### src/rtl/display_pkg.sv
// Shared types and constants for the seven-segment scan controller.
package display_pkg;

  typedef enum logic [2:0] {
    ST_IDLE,
    ST_LOAD,
    ST_SHIFT,
    ST_STORE,
    ST_DONE
  } state_e;

  // Active-low segments, bit order {g,f,e,d,c,b,a}
  localparam logic [6:0] SEG_BLANK = 7'h7F;
  localparam logic [6:0] SEG_DASH  = 7'h3F;
  localparam logic [6:0] SEG_DIGIT [10] = '{
    7'h40, 7'h79, 7'h24, 7'h30, 7'h19, 7'h12, 7'h02, 7'h78, 7'h00, 7'h10
  };

  function automatic logic [6:0] seg_encode(input logic [3:0] n);
    logic [6:0] s;
    s = SEG_DASH;
    for (int i = 0; i < 10; i++) begin
      if (n == 4'(i)) s = SEG_DIGIT[i];
    end
    return s;
  endfunction

  // Decimal digit count of 2^width-1
  function automatic int ndig(input int width);
    logic [63:0] v;
    int          n;
    v = (64'd1 << width) - 64'd1;
    n = 1;
    for (int i = 0; i < 20; i++) begin
      if (v >= 64'd10) begin
        v = v / 64'd10;
        n = n + 1;
      end
    end
    return n;
  endfunction

endpackage

### src/rtl/display_scan_ctrl_dd_converter.sv
// Iterative double-dabble engine: one load cycle, then IN_WIDTH step cycles.
// last_o flags the step that completes the conversion.
module dd_converter
  import display_pkg::*;
#(
  parameter int IN_WIDTH = 6,
  localparam int BCD_W = ndig(IN_WIDTH) * 4
) (
  input  logic                clk,
  input  logic                rst,
  input  logic                load_i,
  input  logic                step_i,
  input  logic [IN_WIDTH-1:0] val_i,
  output logic [BCD_W-1:0]    bcd_o,
  output logic                last_o
);

  localparam int CNT_W = $clog2(IN_WIDTH + 1);

  logic [IN_WIDTH-1:0] sh_q, sh_d;
  logic [BCD_W-1:0]    bcd_q, bcd_d, adj;
  logic [CNT_W-1:0]    cnt_q, cnt_d;

  always_comb begin
    adj = bcd_q;
    for (int i = 0; i < BCD_W / 4; i++) begin
      if (bcd_q[i*4 +: 4] >= 4'd5) adj[i*4 +: 4] = bcd_q[i*4 +: 4] + 4'd3;
    end
    sh_d  = sh_q;
    bcd_d = bcd_q;
    cnt_d = cnt_q;
    if (load_i) begin
      sh_d  = val_i;
      bcd_d = '0;
      cnt_d = CNT_W'(IN_WIDTH);
    end else if (step_i) begin
      // Add-3 correction and the shift happen in the same cycle
      bcd_d = {adj[BCD_W-2:0], sh_q[IN_WIDTH-1]};
      sh_d  = sh_q << 1;
      cnt_d = cnt_q - CNT_W'(1);
    end
  end

  always_ff @(posedge clk or posedge rst) begin
    if (rst) begin
      sh_q  <= '0;
      bcd_q <= '0;
      cnt_q <= '0;
    end else begin
      sh_q  <= sh_d;
      bcd_q <= bcd_d;
      cnt_q <= cnt_d;
    end
  end

  assign bcd_o  = bcd_q;
  assign last_o = (cnt_q == CNT_W'(1));

endmodule

### src/rtl/display_scan_ctrl.sv
// Converts CHANNELS values to decimal seven-segment digits with one shared engine.
// Results land in a shadow and reach hex/ovf together on the cycle leaving DONE.
module display_scan_ctrl
  import display_pkg::*;
#(
  parameter int CHANNELS = 2,
  parameter int IN_WIDTH = 6,
  parameter int DIGITS   = 2
) (
  input  logic                         clk,
  input  logic                         rst,
  input  logic                         en,
  input  logic [CHANNELS*IN_WIDTH-1:0] in,
  input  logic                         lz_en,
  output logic [CHANNELS*DIGITS*7-1:0] hex,
  output logic [CHANNELS-1:0]          ovf,
  output logic                         busy
);

  localparam int ND    = ndig(IN_WIDTH);
  localparam int BCD_W = ND * 4;
  localparam int EXT_W = ((ND > DIGITS) ? ND : DIGITS) * 4 + 4;
  localparam int CH_W  = (CHANNELS > 1) ? $clog2(CHANNELS) : 1;

  state_e                       state_q, state_d;
  logic [CH_W-1:0]              ch_q, ch_d;
  logic [CHANNELS*IN_WIDTH-1:0] in_snap_q;
  logic                         lz_snap_q;
  logic [CHANNELS*DIGITS*7-1:0] shadow_q, hex_q;
  logic [CHANNELS-1:0]          sh_ovf_q, ovf_q;

  logic                snap, load, step, store, commit;
  logic [IN_WIDTH-1:0] ch_val;
  logic [BCD_W-1:0]    bcd;
  logic                last;

  assign ch_val = in_snap_q[ch_q*IN_WIDTH +: IN_WIDTH];

  dd_converter #(.IN_WIDTH(IN_WIDTH)) u_dd (
    .clk    (clk),
    .rst    (rst),
    .load_i (load),
    .step_i (step),
    .val_i  (ch_val),
    .bcd_o  (bcd),
    .last_o (last)
  );

  always_ff @(posedge clk or posedge rst) begin
    if (rst) state_q <= ST_IDLE;
    else     state_q <= state_d;
  end

  always_comb begin
    state_d = state_q;
    ch_d    = ch_q;
    snap    = 1'b0;
    load    = 1'b0;
    step    = 1'b0;
    store   = 1'b0;
    commit  = 1'b0;
    case (state_q)
      ST_IDLE: begin
        if (en) begin
          snap    = 1'b1;
          ch_d    = '0;
          state_d = ST_LOAD;
        end
      end
      ST_LOAD: begin
        load    = 1'b1;
        state_d = ST_SHIFT;
      end
      ST_SHIFT: begin
        step = 1'b1;
        if (last) state_d = ST_STORE;
      end
      ST_STORE: begin
        store = 1'b1;
        if (ch_q == CH_W'(CHANNELS - 1)) begin
          state_d = ST_DONE;
        end else begin
          ch_d    = ch_q + CH_W'(1);
          state_d = ST_LOAD;
        end
      end
      ST_DONE: begin
        commit  = 1'b1;
        state_d = ST_IDLE;
      end
      default: state_d = ST_IDLE;
    endcase
  end

  // Digit encoding with overflow dashes and leading-zero blanking
  logic [EXT_W-1:0]    bcd_ext;
  logic                enc_ovf;
  logic [DIGITS*7-1:0] enc_seg;
  logic                seen_nz;
  logic [3:0]          nib;

  always_comb begin
    bcd_ext = EXT_W'(bcd);
    enc_ovf = |(bcd_ext >> (DIGITS * 4));
    enc_seg = '0;
    seen_nz = 1'b0;
    nib     = '0;
    for (int d = DIGITS - 1; d >= 0; d--) begin
      nib = bcd_ext[d*4 +: 4];
      if (enc_ovf)                                       enc_seg[d*7 +: 7] = SEG_DASH;
      else if (lz_snap_q && !seen_nz && nib == 4'd0 && d != 0) enc_seg[d*7 +: 7] = SEG_BLANK;
      else                                               enc_seg[d*7 +: 7] = seg_encode(nib);
      if (nib != 4'd0) seen_nz = 1'b1;
    end
  end

  always_ff @(posedge clk or posedge rst) begin
    if (rst) begin
      ch_q      <= '0;
      in_snap_q <= '0;
      lz_snap_q <= 1'b0;
      shadow_q  <= {(CHANNELS*DIGITS){SEG_BLANK}};
      sh_ovf_q  <= '0;
      hex_q     <= {(CHANNELS*DIGITS){SEG_BLANK}};
      ovf_q     <= '0;
    end else begin
      ch_q <= ch_d;
      if (snap) begin
        in_snap_q <= in;
        lz_snap_q <= lz_en;
      end
      if (store) begin
        shadow_q[ch_q*DIGITS*7 +: DIGITS*7] <= enc_seg;
        sh_ovf_q[ch_q]                      <= enc_ovf;
      end
      if (commit) begin
        hex_q <= shadow_q;
        ovf_q <= sh_ovf_q;
      end
    end
  end

  assign hex  = hex_q;
  assign ovf  = ovf_q;
  assign busy = (state_q != ST_IDLE);

endmodule

### config.mk
export PLATFORM = sky130hd
export DESIGN_NAME = display_scan_ctrl
export DESIGN_NICKNAME = d
export VERILOG_FILES = /design/src/rtl/display_pkg.sv /design/src/rtl/display_scan_ctrl_dd_converter.sv /design/src/rtl/display_scan_ctrl.sv
export SDC_FILE = /design/constraint.sdc
export NUM_CORES = 1
export LEC_CHECK = 0
export CAP_MARGIN = 40
export CELL_PAD_IN_SITES_DETAIL_PLACEMENT = 1
export CELL_PAD_IN_SITES_GLOBAL_PLACEMENT = 2
export CORE_ASPECT_RATIO = 0.5
export CORE_MARGIN = 2
export CORE_UTILIZATION = 38
export DETAILED_ROUTE_END_ITERATION = 8
export GPL_ROUTABILITY_DRIVEN = 0
export PLACE_DENSITY = 0.86
export RECOVER_POWER = 100
export SLEW_MARGIN = 5
export SYNTH_ARGS = -nofsm -noshare
export SYNTH_HDL_FRONTEND = slang
export SYNTH_SLANG_ARGS = --single-unit
### constraint.sdc
create_clock -name clk -period 3.9 [get_ports clk]
set_input_delay 0.78 -clock clk [delete_from_list [all_inputs] [get_ports clk]]
set_output_delay 0.78 -clock clk [all_outputs]
set_load 0.01 [all_outputs]
==> impl_metrics.yaml <==
grt:
  track_usage_pct: 16.51
  grt_pass1_vias: 3054
  antenna_found_initial: 0
  leftover_overflow_at_the_end_of_global_routing: 0
  grt_first_pass_wirelength_mm: 16.23
  pin_count_of_the_biggest_net_entering_global_routing: 85
setup_path:
  worst_path_max_delay_cell: "nor3_1"
  timing_worst_setup_path_type: "primary input to register"
  r2r-start: "state_q[2]"
  critPathBufInv: 1
  worstPathRequired_ns: 4.13
  worst_ep_arrival_ns: 3.27
  path_cells: "dlygate4sd3_1, nand2b_1, nor3_1, mux2_2"
  worstSetupEndpointType: "register"
  max_stage_delay_ns: 1.40
  worst_setup_path_startpoint: "en"
  critical_path.top_delay_family: "simple AND/OR/NAND/NOR gates"
  worstPathMaxFanout: 13
  timing.critical_path.from_type: "primary input"
clock_tree:
  hold_bufs_at_cts: 0
  cts_tree: "done"
  clk_transition_reported_paths_ns: 0.07
  cts.repair_timing.setup_buffer_count: 0
  cts.path.max_buffers: 2
  cts_root_buf: "clkbuf_16"
  cts.htree.levels: 3
  count_of_cells_resized_by_post_cts_repair: 0
  number_of_clock_buffers_inserted_by_tritoncts: 9
  worst_skew_pair.late_latency_ns: 0.34
  cts.sink_count: 94
synthesis:
  ys_seq_area_share_pct: 53.91
  netlist_area_pre_place_um2: 4493
  yosysWarningCount: 0
  synth.distinct_cells: 55
  synth_top_flop_cell: "dfstp_2"
  synthCells: 385
  synth_edf_count: 0
  synth.ff_latch_count: 94
  proportion_of_register_bits_with_asynchronous_set_or_reset_after_synthesis_pct: 100.0
  post_synth.cell_area_avg_um2: 11.67
  syn-num-nets: 413
sta:
  max_clock_freq_ghz: 0.3283
  rsz0062_at_grt: "false"
  slew-limit-headroom_pct: -38.42
  setup_violations: 0
  final.setup_skew_ns: 0.006750
  slew_at_the_pin_closest_to_its_max_slew_limit_ns: 2.075
  final-max-slew-violation-count: 45
  count_of_endpoints_failing_hold_in_the_final_timing_report: 0
  post-route-worst-setup-slack_ns: 0.8535
  period_minus_slack_ns: 3.046
  sum_neg_setup_slack_ns: 0
  final_min_period_over_clock_period_pct: 78.11
layout:
  layout_commonest_cell: "dfstp_2"
  multi_input_gate_area_um2: 1798
  diode_count: 0
  final_core_util_pct: 45.06
  drive_gt1_share_pct: 30.82
  most-common-layout-cells: "dfstp_2, mux2_2, o21ai_0"
  layout.area.seq_um2: 2422
  layoutNonFillerInstCount: 590
  syn_to_final_growth_pct: 16.99
  nets: 448
  n_fill_cell: 1241
run_status:
  failed_checks: "capacitance limit, slew limit"
  run_status: "finished, violations left"
hold_path:
  worst_hold_startpoint: "shadow_q[4]"
  worstHoldPathType: "register to register"
placed_design:
  hpwlAfterDp_mm: 6.488
  cell_count_post_placement: 574
  buffers_added_on_ports: 46
  dp_slack_ns: 1.418
power:
  p_seq_share_pct: 41.6
  leakagePower_nw: 2.189
  internal_power_mw: 2.826
  p_sw_mw: 1.641
  power_frac_clock_pct: 19.3
  power.share.switching_pct: 36.74
  ir_worst_vdd_mv: 0.2598
  share_comb_of_total_power_pct: 39.1
  power.density_cell_area_nw_per_um2: 849.8
die:
  dieHeight_um: 80.89
  rows: 28
  floorplan.die.width_um: 157.8
  initial_core_util_pct: 38.51
  die_area_um2: 12760
  num_io_pins: 47
  core_region_area_um2: 11670
routing:
  wl_per_cell_um: 16.56
  drt-total-wl_mm: 9.768
  vias_per_cell: 5.053
  drtPass1Iterations: 4
  drt_drc_violations_left: 0
  vias: 2981
  drt_first_iter_violations: 118
  antenna_left: 0
run:
  drv_cap: 2
layout make-up:
| type | instances | area share, % |
|---|---|---|
| clock buffers | 10 | 4.547 |
| clock inverters | 6 | 0.9998 |
| inverters | 15 | 1.095 |
| multi-input cells | 253 | 34.21 |
| flip-flops and latches | 94 | 46.08 |
| well taps | 165 | 3.928 |
| repair buffers | 47 | 9.141 |
power by group through the flow:
stage | clock, mW | sequential [mW] | combinational [mW]
global placement | 0 | 1.88 | 1.76
finish | 0.863 | 1.86 | 1.75
detailed placement | 0 | 1.90 | 1.83
global route | 0.928 | 1.93 | 1.95
CTS | 0.893 | 1.88 | 1.85
floorplan | 0 | 1.77 | 1.36
flip-flops by register name, summed over array words and instances (netlist names), 3 cells and up:
signal,count
shadow_q,28
in_snap_q,12
hex,28
state_q,3
u_dd.sh_q,6
u_dd.bcd_o,8
u_dd.cnt_q,3
cells by family after synthesis:
kind of cell	count (synthesis)	synth area share, %
flip-flops	94	53.91
buffers and inverters	38	5.040
adder cells (fa/ha/maj)	12	3.342
AND/OR/NAND/NOR	84	9.997
multiplexers	53	13.17
XOR/XNOR	3	0.5849
AO/OA/AOI/OAI	101	13.95
final timing paths:
| path | to | cells after the start | slack, ns |
|---|---|---|---|
| min in group asynchronous | in_snap_q[5] | 2 | 0.90 |
| min reg2reg | shadow_q[4] | 2 | 0.46 |
| max in group asynchronous | shadow_q[1] | 3 | 2.18 |
| max reg2reg | ovf[1] | 2 | 0.93 |
| max | in_snap_q[5] | 4 | 0.85 |
| min | shadow_q[4] | 2 | 0.46 |
synth_stat cells (2+ instances only):
cell | count | area [um^2]
nor2_1 | 21 | 78.83
mux2_2 | 49 | 551.8
dfrtp_1 | 38 | 950.9
clkbuf_8 | 4 | 55.05
nand2b_1 | 4 | 25.02
nand2_1 | 36 | 135.1
a311oi_1 | 2 | 17.52
a31oi_1 | 5 | 31.28
nor3_4 | 2 | 32.53
dfstp_2 | 56 | 1471
o21a_1 | 4 | 30.03
o21ai_0 | 26 | 130.1
ha_1 | 12 | 150.1
clkbuf_1 | 3 | 11.26
mux2i_1 | 4 | 40.04
a211oi_1 | 3 | 22.52
and2_1 | 3 | 18.77
nor2_2 | 2 | 12.51
buf_4 | 7 | 52.55
o21ai_1 | 14 | 70.07
a32oi_1 | 2 | 17.52
xnor2_1 | 3 | 26.28
inv_1 | 15 | 56.30
a21oi_1 | 16 | 80.08
o22ai_1 | 7 | 43.79
nor3_1 | 2 | 10.01
o21ba_2 | 2 | 20.02
o31a_1 | 2 | 17.52
a22oi_1 | 8 | 60.06
buf_2 | 8 | 40.04
worst reg2reg max path: cells and delay by family, from the launching register on:
family           cells  cell delay [ns]
flip-flops           1             0.76
multiplexers         1             0.48
AND/OR/NAND/NOR      1             1.62
through the flow:
stage	hold slack [ns]	total power, mW	instance area, um^2
after global routing	0.5058	4.815	5256
after CTS	0.4674	4.623	5304
after global placement	0.4497	3.639	5012
after detailed placement	0.4570	3.724	5012
final	0.4642	4.467	5256
after floorplan	0.4399	3.128	4493
routing by layer:
metal,up-vias,share of wire (%),GRT usage [%]
met5,-,0,0
met4,0,0.84,4.273
met3,8,3.0,4.322
met2,40,45,25.74
met1,1498,51,23.01
li1,1435,-,-
Note: power is estimated with default switching activity, not from simulation.
